## config.mk

```make
export PLATFORM = sky130hd
export DESIGN_NAME = key_event_classifier_flat
export DESIGN_NICKNAME = d
export VERILOG_FILES = /design/src/rtl/key_event_if.sv /design/src/rtl/key_event_classifier.sv /design/src/flat_wrapper.sv
export SDC_FILE = /design/constraint.sdc
export NUM_CORES = 1
export LEC_CHECK = 0
export BUFFER_PORTS_ARGS = -buffer_cell sky130_fd_sc_hd__buf_4
export CAP_MARGIN = 20
export CORE_MARGIN = 1.5
export CORE_UTILIZATION = 60
export DETAILED_ROUTE_END_ITERATION = 10
export PLACE_DENSITY = 0.78
export SYNTH_ARGS = -nofsm -noshare
export SYNTH_HDL_FRONTEND = slang
export SYNTH_SLANG_ARGS = --single-unit
```

## constraint.sdc

```tcl
create_clock -name clk -period 3.5 [get_ports clk]
set_clock_uncertainty 0.2 [all_clocks]
set_input_delay 0.7 -clock clk [delete_from_list [all_inputs] [get_ports clk]]
set_output_delay 0.7 -clock clk [all_outputs]
set_load 0.03 [all_outputs]
```

## src/rtl/key_event_if.sv

```systemverilog
// Key event bundle between the debouncer side and the classifier.
// Carries debounced key flag/level in and classified events out.
interface key_event_if;
  logic       key_flag;
  logic       key_state;
  logic       evt_valid;
  logic [1:0] evt_code;
  logic       key_held;

  modport master (
    output key_flag,
    output key_state,
    input  evt_valid,
    input  evt_code,
    input  key_held
  );

  modport slave (
    input  key_flag,
    input  key_state,
    output evt_valid,
    output evt_code,
    output key_held
  );
endinterface

```

## src/rtl/key_event_classifier.sv

```systemverilog
// Key gesture classifier: short, long, double click, auto-repeat.
// One shared interval counter times every state.
module key_event_classifier #(
  parameter int LONG_CNT   = 24_000_000,
  parameter int DBL_CNT    = 7_200_000,
  parameter int REPEAT_CNT = 2_400_000,
  parameter int CNT_W      = 25
) (
  input logic        clk,
  input logic        rst_n,
  key_event_if.slave bus
);

  typedef enum logic [2:0] {
    IDLE      = 3'd0,
    PRESS1    = 3'd1,
    LONG_HOLD = 3'd2,
    WAIT2     = 3'd3,
    PRESS2    = 3'd4
  } state_t;

  localparam logic [CNT_W-1:0] LONG_TC = CNT_W'(LONG_CNT - 1);
  localparam logic [CNT_W-1:0] DBL_TC  = CNT_W'(DBL_CNT - 1);
  localparam logic [CNT_W-1:0] REP_TC  = CNT_W'(REPEAT_CNT - 1);

  localparam logic [1:0] C_SHORT  = 2'b00;
  localparam logic [1:0] C_LONG   = 2'b01;
  localparam logic [1:0] C_DOUBLE = 2'b10;
  localparam logic [1:0] C_REPEAT = 2'b11;

  state_t           state, state_n;
  logic [CNT_W-1:0] cnt, cnt_n;
  logic             evt_n;
  logic [1:0]       code_n;
  logic             rep_hit;
  logic             held_n;
  logic             press_ev, release_ev;

  assign press_ev   = bus.key_flag & ~bus.key_state;
  assign release_ev = bus.key_flag &  bus.key_state;

  // Next state and event; key events take priority over timeouts
  always_comb begin
    state_n = state;
    evt_n   = 1'b0;
    code_n  = bus.evt_code;
    rep_hit = 1'b0;
    case (state)
      IDLE: begin
        if (press_ev) state_n = PRESS1;
      end
      PRESS1: begin
        if (release_ev) begin
          state_n = WAIT2;
        end else if (cnt == LONG_TC) begin
          state_n = LONG_HOLD;
          evt_n   = 1'b1;
          code_n  = C_LONG;
        end
      end
      LONG_HOLD: begin
        if (release_ev) begin
          state_n = IDLE;
        end else if (cnt == REP_TC) begin
          evt_n   = 1'b1;
          code_n  = C_REPEAT;
          rep_hit = 1'b1;
        end
      end
      WAIT2: begin
        if (press_ev) begin
          state_n = PRESS2;
          evt_n   = 1'b1;
          code_n  = C_DOUBLE;
        end else if (cnt == DBL_TC) begin
          state_n = IDLE;
          evt_n   = 1'b1;
          code_n  = C_SHORT;
        end
      end
      PRESS2: begin
        if (release_ev) state_n = IDLE;
      end
      default: state_n = IDLE;
    endcase
  end

  // Counter restarts on any state change, repeat tick, or untimed state
  always_comb begin
    cnt_n = cnt + CNT_W'(1);
    if (state_n != state || rep_hit ||
        state_n == IDLE || state_n == PRESS2)
      cnt_n = '0;
  end

  assign held_n = (state_n == PRESS1) ||
                  (state_n == LONG_HOLD) ||
                  (state_n == PRESS2);

  // State, counter and registered outputs
  always_ff @(posedge clk or negedge rst_n) begin
    if (!rst_n) begin
      state        <= IDLE;
      cnt          <= '0;
      bus.evt_valid <= 1'b0;
      bus.evt_code  <= 2'b00;
      bus.key_held  <= 1'b0;
    end else begin
      state        <= state_n;
      cnt          <= cnt_n;
      bus.evt_valid <= evt_n;
      bus.evt_code  <= code_n;
      bus.key_held  <= held_n;
    end
  end

endmodule
```

## src/flat_wrapper.sv

```systemverilog
// flat-port wrapper written by rule: the top's interface ports become plain ports
module key_event_classifier_flat 
#(
  parameter int LONG_CNT   = 24_000_000,
  parameter int DBL_CNT    = 7_200_000,
  parameter int REPEAT_CNT = 2_400_000,
  parameter int CNT_W      = 25
)
  (clk, rst_n, bus_key_flag, bus_key_state, bus_evt_valid, bus_evt_code, bus_key_held);
  key_event_if bus_i ();
  input logic clk;
  input logic rst_n;
  input wire logic [$bits(bus_i.key_flag)-1:0] bus_key_flag;
  input wire logic [$bits(bus_i.key_state)-1:0] bus_key_state;
  output wire logic [$bits(bus_i.evt_valid)-1:0] bus_evt_valid;
  output wire logic [$bits(bus_i.evt_code)-1:0] bus_evt_code;
  output wire logic [$bits(bus_i.key_held)-1:0] bus_key_held;
  assign bus_i.key_flag = bus_key_flag;
  assign bus_i.key_state = bus_key_state;
  assign bus_evt_valid = bus_i.evt_valid;
  assign bus_evt_code = bus_i.evt_code;
  assign bus_key_held = bus_i.key_held;
  key_event_classifier #(.LONG_CNT(LONG_CNT), .DBL_CNT(DBL_CNT), .REPEAT_CNT(REPEAT_CNT), .CNT_W(CNT_W)) u_core (.clk(clk), .rst_n(rst_n), .bus(bus_i));
endmodule
```

==> impl_metrics.tcl, run 1 <==
set metrics [dict create \
    end_kind "register" \
    syn_inst 195 \
    layout_commonest_cell "dfrtp_1" \
    cts-root-buf "clkbuf_4" \
    via_count 1463 \
    dp_hpwl_mm 2.448 \
    synth_async_sr_flop_share 1.000 \
    cts_setup_buffers 0 \
    crit_type "reg -> reg" \
    grt_max_degree 33 \
    arrival_ns 2.83 \
    synth_area_per_cell_um2 9.451 \
    synth_cell_types 43 \
    fin_cells 233 \
    ctsHoldBuffers 0 \
    grt_util_all_layers 0.2353 \
    clockBufferDepth 2 \
    cts_sinks 32 \
    insertion_delay_ns 0.33 \
    seq_area_um2 800.8 \
    min_path_type "in -> async" \
    gr-total-overflow 0 \
    dp.cells 225 \
    drive_gt1_frac 0.1089 \
    diodes 0 \
    status "finished clean" \
    htree_levels 2 \
    die_area_mm2 0.003413 \
    wl_per_cell_um 15.23 \
    max_cap_viol_count 0 \
    synth_area_mm2 0.001843 \
    cts_buffers 5 \
    synth_nets 200 \
    ys_top_cells_by_area "dfrtp_1 (43%), xnor2_1 (8.6%), nor3_1 (8.1%)" \
    synth_edf_count 0 \
    drt-initial-drc-count 83 \
    first_pass_iters 4 \
    drv_slew 0 \
    io_buffers 7 \
    fp.dieW_um 58.42 \
    area_delta_synth_final_pct 4.956 \
    ant_nets 0 \
    synth.ff_latch_count 32 \
    tightest_slew_ns 0.6682 \
    slew_headroom 0.5545 \
    clkTransAtPathRegs_ns 0.10 \
    drc 0 \
    antenna_found_initial 0 \
    die_y_um 58.42 \
    min_period_over_period 0.8112 \
    rsz0062_at_grt "no" \
    mostFrequentLayoutCells "dfrtp_1 (32), nor3_1 (30), xnor2_1 (18)" \
    place_congestion 0.8849 \
    setup_tns_ns 0 \
    rows 19 \
    cp_max_fo 25 \
    worst_ep_required_time_ns 3.49 \
    p_leak_nw 0.7634 \
    fmax_mhz 352.2 \
    synth_flop_cell "dfrtp_1" \
    wirelength_mm 3.549 \
    worstSetupStartpointType "register" \
    yosys_warnings 0 \
    multi_input_area_um2 962.2 \
    post-route-util 0.6838 \
    finalHoldViolations 0 \
    yosysSeqAreaShare 0.4345 \
    finalSetupViolCount 0 \
    ios 8 \
    vias_per_cell 6.279 \
    grt_pass1_vias 1343 \
    synth_top_cell_by_area "dfrtp_1" \
    grt_pass1_wl_mm 6.099 \
    yosys.area.top_type_share 0.4345 \
    start_util 0.6515 \
    core_area_mm2 0.002829 \
    powerDensity_mw_per_mm2 501.1 \
    finalCriticalPeriod_ns 2.839 \
    cts_tree "yes" \
    fillers 226 \
    cts_resized 0 \
    ir_worst_vdd_uv 315.3 \
    fin_nets 206 \
]
[state kept, by name, summed over array words and instances, names as in the netlist]
signal                count
u_core.cnt               25
u_core.bus.evt_valid      1
u_core.bus.evt_code       2
u_core.bus.key_held       1
u_core.state              3
[cell type report]
class | count | share of cell area
inverters | 5 | 0.009702
clock buffers | 6 | 0.02652
multi-input cells | 150 | 0.4974
well taps | 31 | 0.02005
clock inverters | 2 | 0.005175
repair buffers | 7 | 0.02717
flip-flops and latches | 32 | 0.4140
[kinds of logic after synthesis]
group / after synthesis / share of synthesized area
simple gates: 109 / 0.3367
flops: 32 / 0.4345
xor+xnor: 23 / 0.1093
compound gates: 16 / 0.06381
buf+inv: 13 / 0.04345
mux: 1 / 0.005431
fa+ha+maj: 1 / 0.006788
[worst max-delay path, cell delays in order (launching register included)]
cell and delay (ns):
dfrtp_1 0.40, ha_1 0.19, nand3_1 0.20, or4_4 0.55, or3_4 0.43, a31oi_4 0.59, nor3_1 0.13
[power by group]
part / total (mW) / leakage [nW] / switching, mW / internal, mW
sequential: 0.442 / 0.439 / 0.0377 / 0.405
clock: 0.221 / 0.0380 / 0.126 / 0.0955
combinational: 0.306 / 0.286 / 0.211 / 0.0950
[synth_stat cells, types with 4 or more instances]
cell / number
dfrtp_1: 32
nor3_1: 30
xnor2_1: 18
nand2_1: 17
nor2_1: 12
nand3_1: 11
nand4_1: 6
a21oi_1: 5
inv_1: 5
xor2_1: 5
and4_1: 4
buf_6: 4
[final timing paths]
kind	start	to	slack, ns	cells after the start
worst max-delay path	u_core.cnt[0]	u_core.cnt[14]	0.66	6
worst min-delay path	rst_n	u_core.cnt[5]	0.09	1
worst max register to register	u_core.cnt[0]	u_core.cnt[14]	0.66	6
worst min register to register	u_core.cnt[0]	u_core.cnt[0]	0.30	1
max in group asynchronous	rst_n	u_core.cnt[22]	2.72	1
min in group clk	u_core.cnt[0]	u_core.cnt[0]	0.30	1
[through the flow]
stage	power (mW)	hold WS [ns]	setup WS [ns]	instance area, µm²
floorplan	0.7348	0.2044	1.069	1843
CTS	0.9789	0.08972	0.6614	1934
global placement	0.7481	0.2689	0.7520	1873
finish	0.9693	0.08730	0.6608	1934
global route	1.032	0.09281	0.5113	1934
detailed placement	0.7577	0.2939	0.6746	1873
[metal layers]
metal / vias to the layer above / GRT usage / wire length, µm
met5: - / 0 / 0
met4: 0 / 0.09967 / 37
met3: 5 / 0.06593 / 162
met2: 44 / 0.3724 / 1717
met1: 700 / 0.3029 / 1633
li1: 714 / - / -
Note: power is estimated with default switching activity, not from simulation.
==> run 2: changes to the inputs <==
==> constraint.sdc (replaced) <==
create_clock -name clk -period 2.9 [get_ports clk]
set_clock_uncertainty 0.2 [all_clocks]
set_input_delay 0.58 -clock clk [delete_from_list [all_inputs] [get_ports clk]]
set_output_delay 0.58 -clock clk [all_outputs]
set_load 0.03 [all_outputs]
==> run 2 against run 1 <==
  * Register-to-register slack lost 0.49 ns
  * Maximum frequency grew 3.9%
  * Setup slack lost 0.49 ns
  * Die area is the same
  * Worst hold slack gained 0.21 ns
  * First-iteration DRC count shrank 2.4%
  * Critical path depth is the same
  * Clock power grew 24%
  * Sequential share of layout area shrank 0.76 points
  * Via count grew 0.14%
  * Critical path type unchanged
==> impl_metrics.tcl, run 2 (synthesis gave the netlist of run 1 again) <==
set metrics [dict create \
    finalHoldViolations 0 \
    crit_family "simple AND/OR/NAND/NOR gates" \
    path_buf_inv 0 \
    start_util 0.6515 \
    finalSetupViolCount 0 \
    place_congestion 0.9170 \
    rsz0062_at_grt "no" \
    htree_levels 2 \
    die_area_mm2 0.003413 \
    min_period_over_period 0.9427 \
    cts_resized 0 \
    die_y_um 58.42 \
    powerDensity_mw_per_mm2 619.4 \
    slew_headroom 0.6423 \
    p_leak_nw 0.7805 \
    vias_per_cell 6.208 \
    fin_nets 210 \
    worstSetupStartpointType "register" \
    insertion_delay_ns 0.33 \
    io_buffers 7 \
    clockBufferDepth 2 \
    grt_pass1_wl_mm 6.279 \
    rows 19 \
    drive_gt1_frac 0.1171 \
    drt-initial-drc-count 81 \
    first_pass_iters 4 \
    placed_area_mm2 0.001896 \
    diodes 0 \
    end_kind "register" \
    finalCriticalPeriod_ns 2.734 \
    cp_max_fo 25 \
    layout_commonest_cell "dfrtp_1" \
    via_count 1465 \
    min_path_type "reg -> reg" \
    mostFrequentLayoutCells "dfrtp_1 (32), nor3_1 (30), xnor2_1 (18)" \
    antenna_found_initial 0 \
    grt_pass1_vias 1414 \
    clkTransAtPathRegs_ns 0.09 \
    cts_sinks 32 \
    arrival_ns 2.73 \
    drv_slew 0 \
    wirelength_mm 3.652 \
    drc 0 \
    reg_top3 "u_core.cnt: 25 flops, u_core.state: 3 flops, u_core.bus.evt_code: 2 flops" \
    grt_max_degree 33 \
    fmax_mhz 365.8 \
    gr-total-overflow 0 \
    worst_ep_required_time_ns 2.90 \
    dp_hpwl_mm 2.586 \
    fp.dieW_um 58.42 \
    crit_type "reg -> reg" \
    tightest_slew_ns 0.5290 \
    cts_buffers 5 \
    largest_reg_flops 25 \
    ant_nets 0 \
    grt_util_all_layers 0.2439 \
    core_area_mm2 0.002829 \
    ir_worst_vdd_uv 360.1 \
    path_cells "ha_1, nand3_1, or4_4, or4_4, nand3_2, nor3_1" \
    cpPeakStageDelay_ns 0.58 \
    cts-root-buf "clkbuf_4" \
    post-route-util 0.6966 \
    setup_tns_ns 0 \
    status "finished clean" \
    fillers 218 \
    area_delta_synth_final_pct 6.925 \
    cts_tree "yes" \
    ios 8 \
    cpMostUsedCell "or4_4" \
    critPathSlowestCell "or4_4" \
    final_area_mm2 0.001971 \
    largest_register "u_core.cnt" \
    wl_per_cell_um 15.47 \
    max_cap_viol_count 0 \
]
run 2: changes by cell type in the layout (fill, tap and decap cells not counted), sizes merged:
cell	before	now
dlygate4sd3	0	1
clkbuf	6	7
buf	7	10
clkinv	2	0
run 2: cell type report:
type | count | area [µm²] | share of cell area
inverters | 5 | 18.77 | 0.009524
repair buffers | 11 | 85.08 | 0.04317
flip-flops and latches | 32 | 800.8 | 0.4063
multi-input cells | 150 | 962.2 | 0.4883
clock buffers | 7 | 65.06 | 0.03302
well taps | 31 | 38.79 | 0.01968
run 2: through the flow:
| step | hold WS, ns | setup slack [ns] | total power [mW] | std cells |
|---|---|---|---|---|
| global placement | 0.2690 | 0.2256 | 0.9348 | 228 |
| finish | 0.2925 | 0.1663 | 1.221 | 236 |
| CTS | 0.2995 | 0.1501 | 1.221 | 236 |
| global route | 0.3274 | 0.008930 | 1.286 | 236 |
| detailed placement | 0.2867 | 0.1666 | 0.9459 | 228 |
| floorplan | 0.08441 | 0.4694 | 0.8869 | 195 |
run 2: path summary, 6_finish.rpt:
check / startpoint / slack (ns) / end / depth (start not counted)
worst max register to register: u_core.cnt[0] / 0.17 / u_core.cnt[14] / 6
worst max-delay path: u_core.cnt[0] / 0.17 / u_core.cnt[14] / 6
worst min-delay path: u_core.cnt[0] / 0.29 / u_core.cnt[0] / 1
max in group asynchronous: rst_n / 1.71 / u_core.state[1] / 2
worst min register to register: u_core.cnt[0] / 0.29 / u_core.cnt[0] / 1
min in group asynchronous: rst_n / 0.50 / u_core.cnt[3] / 2
run 2: timing repair:
| item | 4_1_cts | 5_1_grt |
|---|---|---|
| buffers inserted | 0 | 0 |
| endpoints found under the hold margin | 32 | 0 |
| endpoints found under the setup margin | 0 | 0 |
| hold buffers | 1 | 0 |
run 2: where the power goes:
group | total (mW) | leakage [nW] | internal [mW] | switching, mW
Clock | 0.275 | 0.0374 | 0.137 | 0.138
Sequential | 0.535 | 0.439 | 0.488 | 0.0466
Combinational | 0.411 | 0.304 | 0.143 | 0.268
Total | 1.22 | 0.781 | 0.769 | 0.452
run 2: metal layers:
| metal | routed length, µm | track usage |
|---|---|---|
| met5 | 0 | 0 |
| met2 | 1793 | 0.4093 |
| met1 | 1604 | 0.3048 |
| met3 | 188 | 0.05934 |
| met4 | 65 | 0.08970 |
==> run 3: changes to the inputs <==
--- a/config.mk
+++ b/config.mk
@@ -5,12 +5,13 @@
 export SDC_FILE = /design/constraint.sdc
 export NUM_CORES = 1
 export LEC_CHECK = 0
+export ABC_AREA = 1
 export BUFFER_PORTS_ARGS = -buffer_cell sky130_fd_sc_hd__buf_4
 export CAP_MARGIN = 20
 export CORE_MARGIN = 1.5
-export CORE_UTILIZATION = 60
+export CORE_UTILIZATION = 61
 export DETAILED_ROUTE_END_ITERATION = 10
-export PLACE_DENSITY = 0.78
+export PLACE_DENSITY = 0.79
 export SYNTH_ARGS = -nofsm -noshare
 export SYNTH_HDL_FRONTEND = slang
 export SYNTH_SLANG_ARGS = --single-unit
==> run 3 against run 2 <==
  * Worst hold slack gained 0.015 ns
  * Maximum frequency grew 20%
  * Synthesized cell count grew 45%
  * Cell area grew 11%
  * Flip-flop and latch count is the same
  * Die area grew 8.1%
  * Final cell count grew 44%
  * Via count grew 18%
  * Critical path type unchanged
  * Clock power grew 20%
==> impl_metrics.tcl, run 3 <==
set metrics [dict create \
    synth_async_sr_flop_share 1.000 \
    drive_gt1_frac 0.1085 \
    synth_top_cell_by_area "dfrtp_1" \
    arrival_ns 2.30 \
    drv_slew 0 \
    htree_levels 2 \
    cts_tree "yes" \
    drt-initial-drc-count 144 \
    worstSetupStartpointType "register" \
    comb_power_share 0.358 \
    min_period_over_period 0.7861 \
    tightest_slew_ns 0.5818 \
    slew_headroom 0.6085 \
    dp_hpwl_mm 3.060 \
    synth.ff_latch_count 32 \
    largest_register "u_core.cnt" \
    seq_power_share 0.396 \
    die_area_mm2 0.003689 \
    synth.most_common_cell "nor2_1" \
    cp_max_fo 25 \
    wl_per_cell_um 12.04 \
    setup_slack_ns 0.6202 \
    switching_share 0.3965 \
    ant_nets 0 \
    pwr-share-clk 0.246 \
    finalHoldViolations 0 \
    yosys_warnings 0 \
    cts-root-buf "clkbuf_4" \
    p_int_uw 807.6 \
    powerDensity_mw_per_mm2 610.8 \
    ir_worst_vdd_uv 392.7 \
    first_pass_iters 4 \
    place_congestion 0.9970 \
    reg_top3 "u_core.cnt: 25 flops, u_core.state: 3 flops, u_core.bus.evt_code: 2 flops" \
    synth_cell_types 24 \
    max_cap_viol_count 0 \
    synth_nets 287 \
    path_cells "ha_1, nand3_2, inv_1, nand2_2, nor2_1, nand2_1, nand2_1, inv_1, nor2_2, nand2_2, nand3_4, nor2_1" \
    core_area_mm2 0.003103 \
    start_util 0.6552 \
    yosys-top-cells-count "nor2_1 (59), nand2_1 (55), inv_1 (44)" \
    insertion_delay_ns 0.34 \
    largest_reg_flops 25 \
    grt_pass1_wl_mm 7.272 \
    finalSetupViolCount 0 \
    syn_inst 282 \
    end_kind "register" \
    die_y_um 60.74 \
    clockBufferDepth 2 \
    status "finished clean" \
    placed_area_mm2 0.002105 \
    fmax_mhz 438.6 \
    cts_sinks 32 \
    drc 0 \
    yosys.area.top_type_share 0.3938 \
    grt_max_degree 33 \
    synth_area_mm2 0.002033 \
    post-route-util 0.7060 \
    layout_commonest_cell "nor2_1" \
    ios 8 \
    synth_area_per_cell_um2 7.210 \
    crit_type "reg -> reg" \
    rsz0062_at_grt "no" \
    cts_buffers 5 \
    min_path_type "reg -> reg" \
    p_leak_nw 1.002 \
    grt_util_all_layers 0.2723 \
    final_area_mm2 0.002191 \
    grt_pass1_vias 1636 \
    clkTransAtPathRegs_ns 0.09 \
    finalCriticalPeriod_ns 2.280 \
    setup_tns_ns 0 \
    via_count 1725 \
    area_delta_synth_final_pct 7.754 \
    dp_worst_setup_slack_ns 0.6556 \
    diodes 0 \
    fp.dieW_um 60.74 \
    hold_slack_ns 0.3075 \
    mostFrequentLayoutCells "nor2_1 (59), nand2_1 (55), inv_1 (44)" \
    switchingPower_uw 530.6 \
    critPathSlowestCell "dfrtp_1" \
    vias_per_cell 5.088 \
    fin_nets 299 \
    fillers 289 \
    yosysSeqAreaShare 0.3938 \
    io_buffers 7 \
    gr-total-overflow 0 \
    synth_flop_cell "dfrtp_1" \
    synth_edf_count 0 \
    cpPeakStageDelay_ns 0.41 \
    antenna_found_initial 0 \
    rows 20 \
    ys_top_cells_by_area "dfrtp_1 (39%), nor2_1 (11%), nand2_1 (10%)" \
    wirelength_mm 4.083 \
    worst_ep_required_time_ns 2.92 \
]
## run 3: final cells by class
cell class	instances	area, µm²	share of cell area
clock buffer	6	41.29	0.01885
multi-input combinational	203	1031	0.4706
tap	44	55.05	0.02513
inverter	44	165.2	0.07539
timing repair buffer	8	62.56	0.02856
sequential	32	800.8	0.3655
clock inverter	2	35.03	0.01599
## run 3: power groups by stage
stage	Combinational (mW)	Clock [mW]	Sequential [mW]
after detailed placement	0.476	0	0.538
after floorplan	0.410	0	0.579
final	0.479	0.329	0.530
after global routing	0.538	0.356	0.538
after CTS	0.482	0.342	0.530
after global placement	0.468	0	0.538
## run 3: timing repair
item | CTS | global route
hold buffers | 1 | 0
resized for setup | 0 | 0
hold endpoints to repair | 32 | 0
setup buffers | 0 | 0
## run 3: metrics by stage
stage	power (mW)	instances
after floorplan	0.9892	282
after global placement	1.006	330
after detailed placement	1.015	330
after CTS	1.354	339
after global routing	1.432	339
final	1.338	339
## run 3: cells by family (layout without fill, tap and decap cells)
logic type,after synthesis,in the layout,share of synthesized area
and+or+nand+nor,173,173,0.3877
buffers and inverters,47,60,0.09908
DFF,32,32,0.3938
xor gates and xnor gates,21,21,0.09046
AOI/OAI and AO/OA,8,8,0.02277
adders and majority gates,1,1,0.006153
## run 3: worst paths after layout
path,from,end,slack [ns],depth (start not counted)
max,u_core.cnt[0],u_core.cnt[21],0.62,12
min,u_core.cnt[0],u_core.cnt[0],0.31,1
max reg2reg,u_core.cnt[0],u_core.cnt[21],0.62,12
min reg2reg,u_core.cnt[0],u_core.cnt[0],0.31,1
max in group asynchronous,rst_n,u_core.cnt[23],1.72,2
min in group asynchronous,rst_n,u_core.cnt[4],0.50,2
## run 3: metal layers
| layer | vias up | routed length (µm) | track usage |
|---|---|---|---|
| met4 | 0 | 118 | 0.1429 |
| met3 | 13 | 173 | 0.06397 |
| met2 | 37 | 1711 | 0.3886 |
| met1 | 770 | 2080 | 0.3836 |
| met5 | - | 0 | 0 |
| li1 | 905 | - | - |
## run 3: worst max-delay path: cells and delay by family (launching register included)
| family | cells | cell delay, ns |
|---|---|---|
| AND/OR/NAND/NOR | 9 | 1.15 |
| buffers and inverters | 2 | 0.16 |
| adder cells (fa/ha/maj) | 1 | 0.22 |
| flip-flops | 1 | 0.41 |
